File: config.mk
export PLATFORM = sky130hd
export DESIGN_NAME = usb_rx_decoder_flat
export DESIGN_NICKNAME = d
export VERILOG_FILES = /design/src/rtl/usb_phy_pkg.sv /design/src/rtl/usb_rx_decoder_if.sv /design/src/rtl/usb_rx_dpll.sv /design/src/rtl/usb_rx_decoder.sv /design/src/flat_wrapper.sv
export SDC_FILE = /design/constraint.sdc
export NUM_CORES = 1
export LEC_CHECK = 0
export ABC_AREA = 1
export ABC_CLOCK_PERIOD_IN_PS = 1700
export CORE_UTILIZATION = 51
export DETAILED_ROUTE_END_ITERATION = 10
export PLACE_DENSITY = 0.74
export RECOVER_POWER = 50
export SYNTH_ARGS = -nofsm -noshare
export SYNTH_HDL_FRONTEND = slang
export SYNTH_SLANG_ARGS = --single-unit
File: constraint.sdc
create_clock -name clk_i -period 1.7 [get_ports clk_i]
set_clock_uncertainty 0.15 [all_clocks]
set_input_delay 0.17 -clock clk_i [delete_from_list [all_inputs] [get_ports clk_i]]
set_output_delay 0.17 -clock clk_i [all_outputs]
set_load 0.03 [all_outputs]
File: src/rtl/usb_phy_pkg.sv
// Shared definitions for the full-speed USB receive path: line-state codes,
// receive FSM states and bit-stuffing limits.
package usb_phy_pkg;

    // Line-state codes are {D+, D-} after synchronisation.
    localparam logic [1:0] LS_J   = 2'b10;
    localparam logic [1:0] LS_K   = 2'b01;
    localparam logic [1:0] LS_SE0 = 2'b00;
    localparam logic [1:0] LS_SE1 = 2'b11;

    localparam int STUFF_LIMIT        = 6;
    localparam int DEFAULT_OVERSAMPLE = 4;

    typedef enum logic [2:0] {
        ST_IDLE  = 3'd0,
        ST_SYNC  = 3'd1,
        ST_DATA  = 3'd2,
        ST_EOP   = 3'd3,
        ST_ABORT = 3'd4
    } rx_state_e;

endpackage

File: src/rtl/usb_rx_decoder_if.sv
// Byte stream from the USB receive decoder to the packet layer.
interface usb_rx_decoder_if;

    // rx_valid_o is a one-cycle strobe with no ready: the packet layer must take
    // every byte in the cycle it is offered. rx_active_o frames a packet, and
    // rx_error_o / rx_eop_o are one-cycle strobes that never share a cycle with rx_valid_o.
    logic [7:0] rx_data_o;
    logic       rx_valid_o;
    logic       rx_active_o;
    logic       rx_error_o;
    logic       rx_eop_o;

    modport master (output rx_data_o, rx_valid_o, rx_active_o, rx_error_o, rx_eop_o);
    modport slave  (input  rx_data_o, rx_valid_o, rx_active_o, rx_error_o, rx_eop_o);

endinterface

File: src/rtl/usb_rx_dpll.sv
// Pad synchroniser, line-state decode and bit-centre strobe recovery for the
// oversampled USB D+/D- pair.
module usb_rx_dpll
    import usb_phy_pkg::*;
#(
    parameter int OVERSAMPLE = DEFAULT_OVERSAMPLE
) (
    input  logic       clk_i,
    input  logic       rst_i,
    input  logic       rx_dp_i,
    input  logic       rx_dn_i,
    output logic [1:0] line_state,
    output logic       bit_stb
);

    localparam int             CW      = $clog2(OVERSAMPLE);
    localparam logic [CW-1:0]  CNT_MAX = CW'(OVERSAMPLE - 1);
    localparam logic [CW-1:0]  STB_AT  = CW'(OVERSAMPLE / 2 - 1);

    logic [1:0]    dp_sync;
    logic [1:0]    dn_sync;
    logic [1:0]    ls_sync;
    logic [1:0]    ls_q;
    logic [CW-1:0] cnt_q;

    assign ls_sync = {dp_sync[1], dn_sync[1]};

    // Synchronisers reset to J so leaving reset on an idle bus is not an edge.
    always_ff @(posedge clk_i) begin
        if (rst_i) begin
            dp_sync <= 2'b11;
            dn_sync <= 2'b00;
            ls_q    <= LS_J;
            cnt_q   <= '0;
        end else begin
            dp_sync <= {dp_sync[0], rx_dp_i};
            dn_sync <= {dn_sync[0], rx_dn_i};
            ls_q    <= ls_sync;
            if (ls_sync != ls_q || cnt_q == CNT_MAX) begin
                cnt_q <= '0;
            end else begin
                cnt_q <= cnt_q + CW'(1);
            end
        end
    end

    assign line_state = ls_q;
    assign bit_stb    = (cnt_q == STB_AT);

endmodule

File: src/rtl/usb_rx_decoder.sv
// Full-speed USB receive decoder: NRZI decode, SYNC detect, unstuffing, byte
// assembly and EOP detection. Build option USB_RX_LINESTATE_EN adds line_state_o.
module usb_rx_decoder
    import usb_phy_pkg::*;
#(
    parameter int OVERSAMPLE = DEFAULT_OVERSAMPLE,
    parameter int IDLE_BITS  = 7
) (
    input  logic                    clk_i,
    input  logic                    rst_i,
    input  logic                    rx_dp_i,
    input  logic                    rx_dn_i,
    input  logic                    rx_en_i,
    usb_rx_decoder_if.master        rx,
`ifdef USB_RX_LINESTATE_EN
    output logic [1:0]              line_state_o,
`endif
    output rx_state_e               dbg_state
);

    localparam int            IW        = $clog2(IDLE_BITS + 1);
    localparam logic [IW-1:0] IDLE_LAST = IW'(IDLE_BITS - 1);
    localparam logic [2:0]    STUFF_AT  = 3'(STUFF_LIMIT);

    logic [1:0] ls;
    logic       bit_stb;

    usb_rx_dpll #(.OVERSAMPLE(OVERSAMPLE)) u_dpll (
        .clk_i      (clk_i),
        .rst_i      (rst_i),
        .rx_dp_i    (rx_dp_i),
        .rx_dn_i    (rx_dn_i),
        .line_state (ls),
        .bit_stb    (bit_stb)
    );

    rx_state_e     state_q, state_d;
    logic [1:0]    prev_jk_q, prev_jk_d;
    logic [2:0]    ones_q, ones_d;
    logic [2:0]    bit_cnt_q, bit_cnt_d;
    logic [7:0]    shift_q, shift_d;
    logic [IW-1:0] idle_cnt_q, idle_cnt_d;
    logic          se0_seen_q, se0_seen_d;
    logic [7:0]    data_q, data_d;
    logic          valid_q, valid_d;
    logic          active_q, active_d;
    logic          error_q, error_d;
    logic          eop_q, eop_d;

    logic is_jk;
    logic nrzi_bit;
    logic go_abort;

    always_comb begin
        state_d    = state_q;
        prev_jk_d  = prev_jk_q;
        ones_d     = ones_q;
        bit_cnt_d  = bit_cnt_q;
        shift_d    = shift_q;
        idle_cnt_d = idle_cnt_q;
        se0_seen_d = se0_seen_q;
        data_d     = data_q;
        active_d   = active_q;
        valid_d    = 1'b0;
        error_d    = 1'b0;
        eop_d      = 1'b0;
        go_abort   = 1'b0;
        is_jk      = (ls == LS_J) || (ls == LS_K);
        nrzi_bit   = (ls == prev_jk_q);

        if (!rx_en_i) begin
            state_d   = ST_IDLE;
            active_d  = 1'b0;
            prev_jk_d = LS_J;
        end else if (bit_stb) begin
            if (is_jk) begin
                prev_jk_d = ls;
            end
            case (state_q)
                ST_IDLE: begin
                    if (ls == LS_K) state_d = ST_SYNC;
                end
                ST_SYNC: begin
                    if (!is_jk) begin
                        state_d = ST_IDLE;
                    end else if (nrzi_bit) begin
                        state_d   = ST_DATA;
                        active_d  = 1'b1;
                        ones_d    = 3'd1;
                        bit_cnt_d = 3'd0;
                    end
                end
                ST_DATA: begin
                    if (ls == LS_SE0) begin
                        state_d = ST_EOP;
                        error_d = (bit_cnt_q != 3'd0);
                    end else if (ls == LS_SE1) begin
                        go_abort = 1'b1;
                    end else if (ones_q == STUFF_AT) begin
                        // Stuff position: a 0 is discarded, a 1 breaks the stuffing rule.
                        if (nrzi_bit) go_abort = 1'b1;
                        else          ones_d   = 3'd0;
                    end else begin
                        shift_d   = {nrzi_bit, shift_q[7:1]};
                        ones_d    = nrzi_bit ? ones_q + 3'd1 : 3'd0;
                        bit_cnt_d = bit_cnt_q + 3'd1;
                        if (bit_cnt_q == 3'd7) begin
                            data_d  = shift_d;
                            valid_d = 1'b1;
                        end
                    end
                end
                ST_EOP: begin
                    if (ls == LS_J) begin
                        eop_d    = 1'b1;
                        active_d = 1'b0;
                        state_d  = ST_IDLE;
                    end
                end
                ST_ABORT: begin
                    if (ls == LS_J) begin
                        if (se0_seen_q || idle_cnt_q == IDLE_LAST) state_d = ST_IDLE;
                        else idle_cnt_d = idle_cnt_q + IW'(1);
                    end else begin
                        idle_cnt_d = '0;
                        se0_seen_d = (ls == LS_SE0);
                    end
                end
                default: state_d = ST_IDLE;
            endcase
            if (go_abort) begin
                state_d    = ST_ABORT;
                error_d    = 1'b1;
                active_d   = 1'b0;
                idle_cnt_d = '0;
                se0_seen_d = 1'b0;
            end
        end
    end

    always_ff @(posedge clk_i) begin
        if (rst_i) begin
            state_q    <= ST_IDLE;
            prev_jk_q  <= LS_J;
            ones_q     <= 3'd0;
            bit_cnt_q  <= 3'd0;
            shift_q    <= 8'd0;
            idle_cnt_q <= '0;
            se0_seen_q <= 1'b0;
            data_q     <= 8'd0;
            valid_q    <= 1'b0;
            active_q   <= 1'b0;
            error_q    <= 1'b0;
            eop_q      <= 1'b0;
        end else begin
            state_q    <= state_d;
            prev_jk_q  <= prev_jk_d;
            ones_q     <= ones_d;
            bit_cnt_q  <= bit_cnt_d;
            shift_q    <= shift_d;
            idle_cnt_q <= idle_cnt_d;
            se0_seen_q <= se0_seen_d;
            data_q     <= data_d;
            valid_q    <= valid_d;
            active_q   <= active_d;
            error_q    <= error_d;
            eop_q      <= eop_d;
        end
    end

`ifdef USB_RX_LINESTATE_EN
    logic [1:0] line_state_q;

    always_ff @(posedge clk_i) begin
        if (rst_i) line_state_q <= LS_J;
        else       line_state_q <= ls;
    end

    assign line_state_o = line_state_q;
`endif

    assign rx.rx_data_o   = data_q;
    assign rx.rx_valid_o  = valid_q;
    assign rx.rx_active_o = active_q;
    assign rx.rx_error_o  = error_q;
    assign rx.rx_eop_o    = eop_q;
    assign dbg_state      = state_q;

endmodule

File: src/flat_wrapper.sv
// flat-port wrapper written by rule: the top's interface ports become plain ports
module usb_rx_decoder_flat import usb_phy_pkg::*;
#(
    parameter int OVERSAMPLE = DEFAULT_OVERSAMPLE,
    parameter int IDLE_BITS  = 7
)
  (clk_i, rst_i, rx_dp_i, rx_dn_i, rx_en_i, dbg_state, rx_rx_data_o, rx_rx_valid_o, rx_rx_active_o, rx_rx_error_o, rx_rx_eop_o);
  usb_rx_decoder_if rx_i ();
  input  logic clk_i;
  input  logic rst_i;
  input  logic rx_dp_i;
  input  logic rx_dn_i;
  input  logic rx_en_i;
  output rx_state_e dbg_state;
  output wire logic [$bits(rx_i.rx_data_o)-1:0] rx_rx_data_o;
  output wire logic [$bits(rx_i.rx_valid_o)-1:0] rx_rx_valid_o;
  output wire logic [$bits(rx_i.rx_active_o)-1:0] rx_rx_active_o;
  output wire logic [$bits(rx_i.rx_error_o)-1:0] rx_rx_error_o;
  output wire logic [$bits(rx_i.rx_eop_o)-1:0] rx_rx_eop_o;
  assign rx_rx_data_o = rx_i.rx_data_o;
  assign rx_rx_valid_o = rx_i.rx_valid_o;
  assign rx_rx_active_o = rx_i.rx_active_o;
  assign rx_rx_error_o = rx_i.rx_error_o;
  assign rx_rx_eop_o = rx_i.rx_eop_o;
  usb_rx_decoder #(.OVERSAMPLE(OVERSAMPLE), .IDLE_BITS(IDLE_BITS)) u_core (.clk_i(clk_i), .rst_i(rst_i), .rx_dp_i(rx_dp_i), .rx_dn_i(rx_dn_i), .rx_en_i(rx_en_i), .rx(rx_i), .dbg_state(dbg_state));
endmodule
# Word level (Yosys, flattened, before mapping)

Index checks and enable logic that the tools add are counted.

Bitwise logic cells: 7
Multiplexer cells: 47
$add $sub $neg: 4
Eq/ne operators: 30
Reduce and logical (&&, ||, !) cells: 23

Operators with widths:

| cell                                                                   | count |
|---|---|
| 3-bit 2-to-1 mux                                                       | 24 |
| 3-bit by 1-bit != test with 1-bit output (second input constant)       | 7 |
| 1-bit 2-to-1 mux                                                       | 19 |
| 8-bit AND reduction                                                    | 2 |
| 3-bit one-hot mux with 5 select lines                                  | 1 |
| 7-bit AND reduction                                                    | 2 |
| 3-bit equality test (second input constant)                            | 4 |
| 3-bit one-hot mux with 2 select lines                                  | 2 |
| 3-bit by 1-bit adder with 3-bit output (second input constant)         | 3 |
| 2-bit != test (second input constant)                                  | 4 |
| 4-bit AND reduction                                                    | 2 |
| 1-bit inverter                                                         | 7 |
| 7-bit OR reduction                                                     | 1 |
| 2-bit equality test (second input constant)                            | 3 |
| 3-bit by 2-bit equality test with 1-bit output (second input constant) | 2 |
| 3-bit != test (second input constant)                                  | 2 |
| 6-bit AND reduction                                                    | 1 |
| 3-bit nonzero test                                                     | 2 |
| 5-bit AND reduction                                                    | 1 |
| 2-bit by 1-bit equality test with 1-bit output (second input constant) | 2 |
| 2-bit by 1-bit != test with 1-bit output (second input constant)       | 2 |
| 4-bit != test (second input constant)                                  | 1 |
| 2-bit nonzero test                                                     | 2 |
| 2-bit OR reduction                                                     | 2 |
| 11 further kinds                                                       | 13 |

Register bits after elaboration: 43
Output and inout port bits: 15
Word-level logic and storage cells: 127
Bits of input ports: 5

# Logic depth before layout (Yosys ltp)

Word-level depth: 10
Gate-level depth with buffers: 12

# Hierarchy

A second synthesis with hierarchy kept.

Cell total of the unflattened synthesis: 279
Area total of the unflattened synthesis: 2062.0 sq um

Modules (own cells, without submodules):

| module         | area an instance (sq um) | times used | cells an instance |
|---|---|---|---|
| usb_rx_decoder | 1780.5                   | 1          | 247 |
| usb_rx_dpll    | 281.5                    | 1          | 32 |

# Worst setup path before layout

Ideal clock, no wire load.

Path type: reg-to-reg
Start point: register u_core.u_dpll.ls_q[0], in the netlist u_core.u_dpll.line_state[0]
End point: register u_core.data_q[3], in the netlist u_core.rx.rx_data_o[3]
Required time: 1470 ps
Setup time: 80 ps
Data arrival time: 1460 ps
Path slack: 11 ps
Cell stages (with the launch flop): 10
Period minus slack after synthesis: 1689 ps
Path through: dfxtp_1 > inv_2 > ha_1 > inv_1 > nor2_1 > nand2_4 > nor2_4 > buf_6 > nor2_1 > a211oi_2

Cells in the longest elaborated chain, start to end: 3
Elaborated cells between the ends (all ways): 5
Classes of those cells: 1 x eq/ne; 2 x bitwise; 2 x reduce/logical

Ends and longest elaborated chain:

| what                                                     | line                                       | source |
|---|---|---|
| start: declaration                                       | usb_rx_dpll.sv:23                          | `logic [1:0] ls_q;` |
| start signal: assignment                                 | usb_rx_dpll.sv:38                          | `ls_q <= ls_sync;` |
| 2-bit equality test or 2-bit logical NOT (tied branches) | usb_rx_decoder.sv:97, usb_rx_decoder.sv:94 |  |
| 1-bit inverter (no line)                                 | --                                         |  |
| 7-bit AND reduction (no line) *                          | --                                         |  |
| end signal: assignment                                   | usb_rx_decoder.sv:163                      | `data_q <= data_d;` |
| end: declaration                                         | usb_rx_decoder.sv:44                       | `logic [7:0] data_q, data_d;` |

Every way passes the cells marked *; elsewhere a longest branch is shown, timed or not.
A chain may end at the register's enable or synchronous reset.

# Worst setup path after layout

Start point: register u_core.u_dpll.ls_q[1], in the netlist u_core.u_dpll.line_state[1]
End point: register u_core.ones_q[2]

Cells in the longest elaborated chain, start to end: 6
Elaborated cells between the ends (all ways): 17
Classes of those cells: 9 x eq/ne; 5 x mux; 3 x reduce/logical

Ends and longest elaborated chain:

| what                                  | line                  | source |
|---|---|---|
| 2-bit equality test                   | usb_rx_decoder.sv:69  | `nrzi_bit = (ls == prev_jk_q);` |
| 3-bit 2-to-1 mux                      | usb_rx_decoder.sv:105 | `ones_d = nrzi_bit ? ones_q + 3'd1 : 3'd0;` |
| 3-bit 2-to-1 mux                      | usb_rx_decoder.sv:99  | `end else if (ones_q == STUFF_AT) begin` |
| 3-bit 2-to-1 mux                      | usb_rx_decoder.sv:97  | `end else if (ls == LS_SE1) begin` |
| 3-bit 2-to-1 mux                      | usb_rx_decoder.sv:94  | `if (ls == LS_SE0) begin` |
| 3-bit one-hot mux with 2 select lines | usb_rx_decoder.sv:79  | `case (state_q)` |
| end signal: assignment                | usb_rx_decoder.sv:158 | `ones_q <= ones_d;` |
| end: declaration                      | usb_rx_decoder.sv:39  | `logic [2:0] ones_q, ones_d;` |

Parallel ways exist; a longest one is shown, timed or not. The select of a mux whose other input is x is not followed.

==> results.toml <==
[worst_setup_path]
worstSetupEndpointType = "flip-flop"
critPathMaxFanout = 7
slowest_stage = "dfxtp_2"
path_cells = "inv_2 -> buf_4 -> nand2_1 -> nand2_2 -> nand2_4 -> nand2_2 -> nand2_4 -> nor2_4 -> nand3_2 -> nand2_1 -> inv_1 -> nor2_1"
critPathLaunchType = "flip-flop"
cp_data_required_time_ns = 1.78
r2r-end = "u_core.ones_q[2]"
reg2reg_depth = 12
criticalPathCategory = "reg2reg"
slowest_delay_ns = 0.34
critPathArrivalTime_ns = 1.73
reg2reg_from = "u_core.u_dpll.line_state[1]"
rrSetupSlack_ns = 0.05

[placed_design]
placed_area_um2 = 2470
hpwl_um = 3060
gp_congestion = 0.828
io_buffers = 19

[cts]
clockBufferDepth = 2
clock_latency_ns = 0.29
htreeDepth = 2
path_clk_slew_ns = 0.08
holdBufCountCts = 0
clkSinkCount = 42
cts_tree = "done"
cts_buffers = 5
cts_root_buffer = "clkbuf_8"

[route]
dr.pass1.iters = 4
viasPerCell = 5.10
drc_errors = 0
routedWlPerCell_um = 11.8
drt-total-wl_um = 4510
drtAntennaViolNets = 0
via_count = 1955
initialDrtViolationCount = 83

[timing]
worstMarginPinSlew_ns = 0.306
rsz0062_at_grt = "yes"
layout_min_cycle_time_ns = 1.65
drv_slew = 0
finalHoldViolCount = 0
fin_tns_setup_ns = 0
setup_viol = 0
relSlewSlack_pct = 79.6
period_share_pct = 97.1
fmax_mhz = 606

[finish]
fill_cells = 330
regArea_um2 = 848
diodes = 0
syn_to_final_growth_pct = 25.9
nNetsFinal = 351
fin_area_um2 = 2660
multi_input_area_um2 = 1200
drive_gt1_share_pct = 22.5
fin_util_pct = 66.5

[flow_run]
cap_viol_max_count = 0

[floorplanning]
die_w_um = 66.4
initial_core_util_pct = 52.8
dieArea_um2 = 4400
coreArea_um2 = 4000
num_rows = 23
die_h_um = 66.4
io-pin-count = 20

[synthesis]
synth_cell_types = 31
yosysMostFrequentCell = "nand2_1"
ys_seq_elements = 42
synthCells = 290
syn_avg_cell_area_um2 = 7.28
async_flop_share_pct = 0
synth.largest_area_cell = "dfxtp_1"
syn-num-nets = 308
synth_top_area_share_pct = 39.8
ys.warnings.count = 0
synthTopCellsByArea = "dfxtp_1 40%, nand2_1 11%, nor2_1 9.4%, ha_1 7.7%, inv_1 5.5%"
synth_flop_cell = "dfxtp_1"
synth_edf_count = 0
synth_area_um2 = 2110
yosys-top-cells-count = "63 x nand2_1, 53 x nor2_1, 42 x dfxtp_1"
synth_seq_area_share_pct = 39.8

[power]
leakage_uw = 0.00118
ir_worst_vdd_v = 0.000610
powerDensity_nw_per_um2 = 664

[grt]
gr-total-overflow = 0
grt_util_all_layers_pct = 20.7
grt_pass1_vias = 1635
grt_pass1_wl_um = 6930
grt_start_max_net_pins = 16
antenna_found_initial = 0

[worst_hold_path]
min-delay-start = "rx_dn_i"
min_to = "u_core.u_dpll.dn_sync[0]"
hp-class = "in2reg"
whs_path_depth = 3

[status]
status = "finished clean"
-- per-stage QoR --
step	total power, uW	hold WS, ns	instances	setup slack [ns]
floorplan	1110	0.124	290	0.0105
global placement	1160	0.243	372	0.0104
detailed placement	1160	0.253	372	-0.0386
CTS	1770	0.241	380	0.0243
global route	1840	0.240	383	-0.0484
finish	1770	0.240	383	0.0499
-- worst max path at each step --
| stage | startpoint | slack [ns] | depth (start not counted) | endpoint |
|---|---|---|---|---|
| finish | u_core.u_dpll.line_state[1] | 0.05 | 12 | u_core.ones_q[2] |
| floorplan | u_core.u_dpll.line_state[0] | 0.01 | 9 | u_core.rx.rx_data_o[3] |
| CTS | u_core.u_dpll.line_state[0] | 0.02 | 8 | u_core.idle_cnt_q[2] |
| global route | u_core.u_dpll.line_state[0] | -0.05 | 11 | u_core.dbg_state[1] |
| global placement | u_core.ones_q[0] | 0.01 | 10 | u_core.rx.rx_data_o[1] |
| detailed placement | u_core.u_dpll.line_state[0] | -0.04 | 9 | u_core.rx.rx_data_o[3] |
-- registers in the layout, indices dropped and copies added (netlist names), 2 cells and up --
| signal | cells |
|---|---|
| u_core.rx.rx_data_o | 8 |
| u_core.shift_q | 7 |
| u_core.bit_cnt_q | 3 |
| u_core.dbg_state | 3 |
| u_core.idle_cnt_q | 3 |
| u_core.ones_q | 3 |
| u_core.prev_jk_q | 2 |
| u_core.u_dpll.cnt_q | 2 |
| u_core.u_dpll.dn_sync | 2 |
| u_core.u_dpll.dp_sync | 2 |
| u_core.u_dpll.line_state | 2 |
-- timing repair --
| item | in CTS | in global routing |
|---|---|---|
| pin swaps | 1 | 5 |
| cloned | 0 | 2 |
| setup buffers | 1 | 1 |
| endpoints found under the setup margin | 17 | 30 |
| resized for setup | 6 | 23 |
-- critical path: cells and delay by family (launching register included) --
family | cells | cell delay [ns]
buffers and inverters | 3 | 0.24
flip-flops | 1 | 0.34
AND/OR/NAND/NOR | 9 | 0.85
-- layout make-up --
cell class | instances | share of cell area (%)
clock inverters | 2 | 0.564
inverters | 37 | 5.22
well taps | 50 | 2.35
flip-flops and latches | 42 | 31.9
repair buffers | 38 | 12.4
multi-input cells | 209 | 45.0
clock buffers | 5 | 2.59
-- layer usage --
metal	global-route usage [%]	wire (um)	share of wire, %
met5	0	0	0
met4	7.45	144	3.2
met3	5.17	162	3.6
met2	34.4	2120	47
met1	25.7	2080	46
-- where the power goes --
part           leakage [uW]  internal [uW]  switching (uW)
Sequential         0.000342            996            8.10
Combinational      0.000805           55.5            87.7
Clock             0.0000362            280             339
Total               0.00118           1330             435
-- cells in the final DEF, fill, tap and decap left out, types with 2 or more instances in the layout --
cell type,instances
a211oi_1,3
a211oi_2,2
a21oi_1,14
a21oi_2,2
buf_4,17
clkbuf_8,5
clkdlybuf4s50_1,16
clkinvlp_4,2
dfxtp_1,36
dfxtp_2,6
dlygate4sd2_1,3
ha_1,12
inv_1,29
inv_2,7
nand2_1,57
nand2_2,9
nand2_4,4
nand3_1,13
nand3_2,5
nand3b_1,2
nand4_1,2
nor2_1,51
nor2_2,3
nor2_4,5
o21ai_0,13
or2_2,3
-- cells by family after synthesis --
logic type	share of synthesized area (%)
AOI/OAI and AO/OA	10.2
xor gates and xnor gates	0.415
adders and majority gates	7.70
buffers and inverters	7.64
DFF	39.8
and+or+nand+nor	34.2
Power figures use the tool's default switching activity.
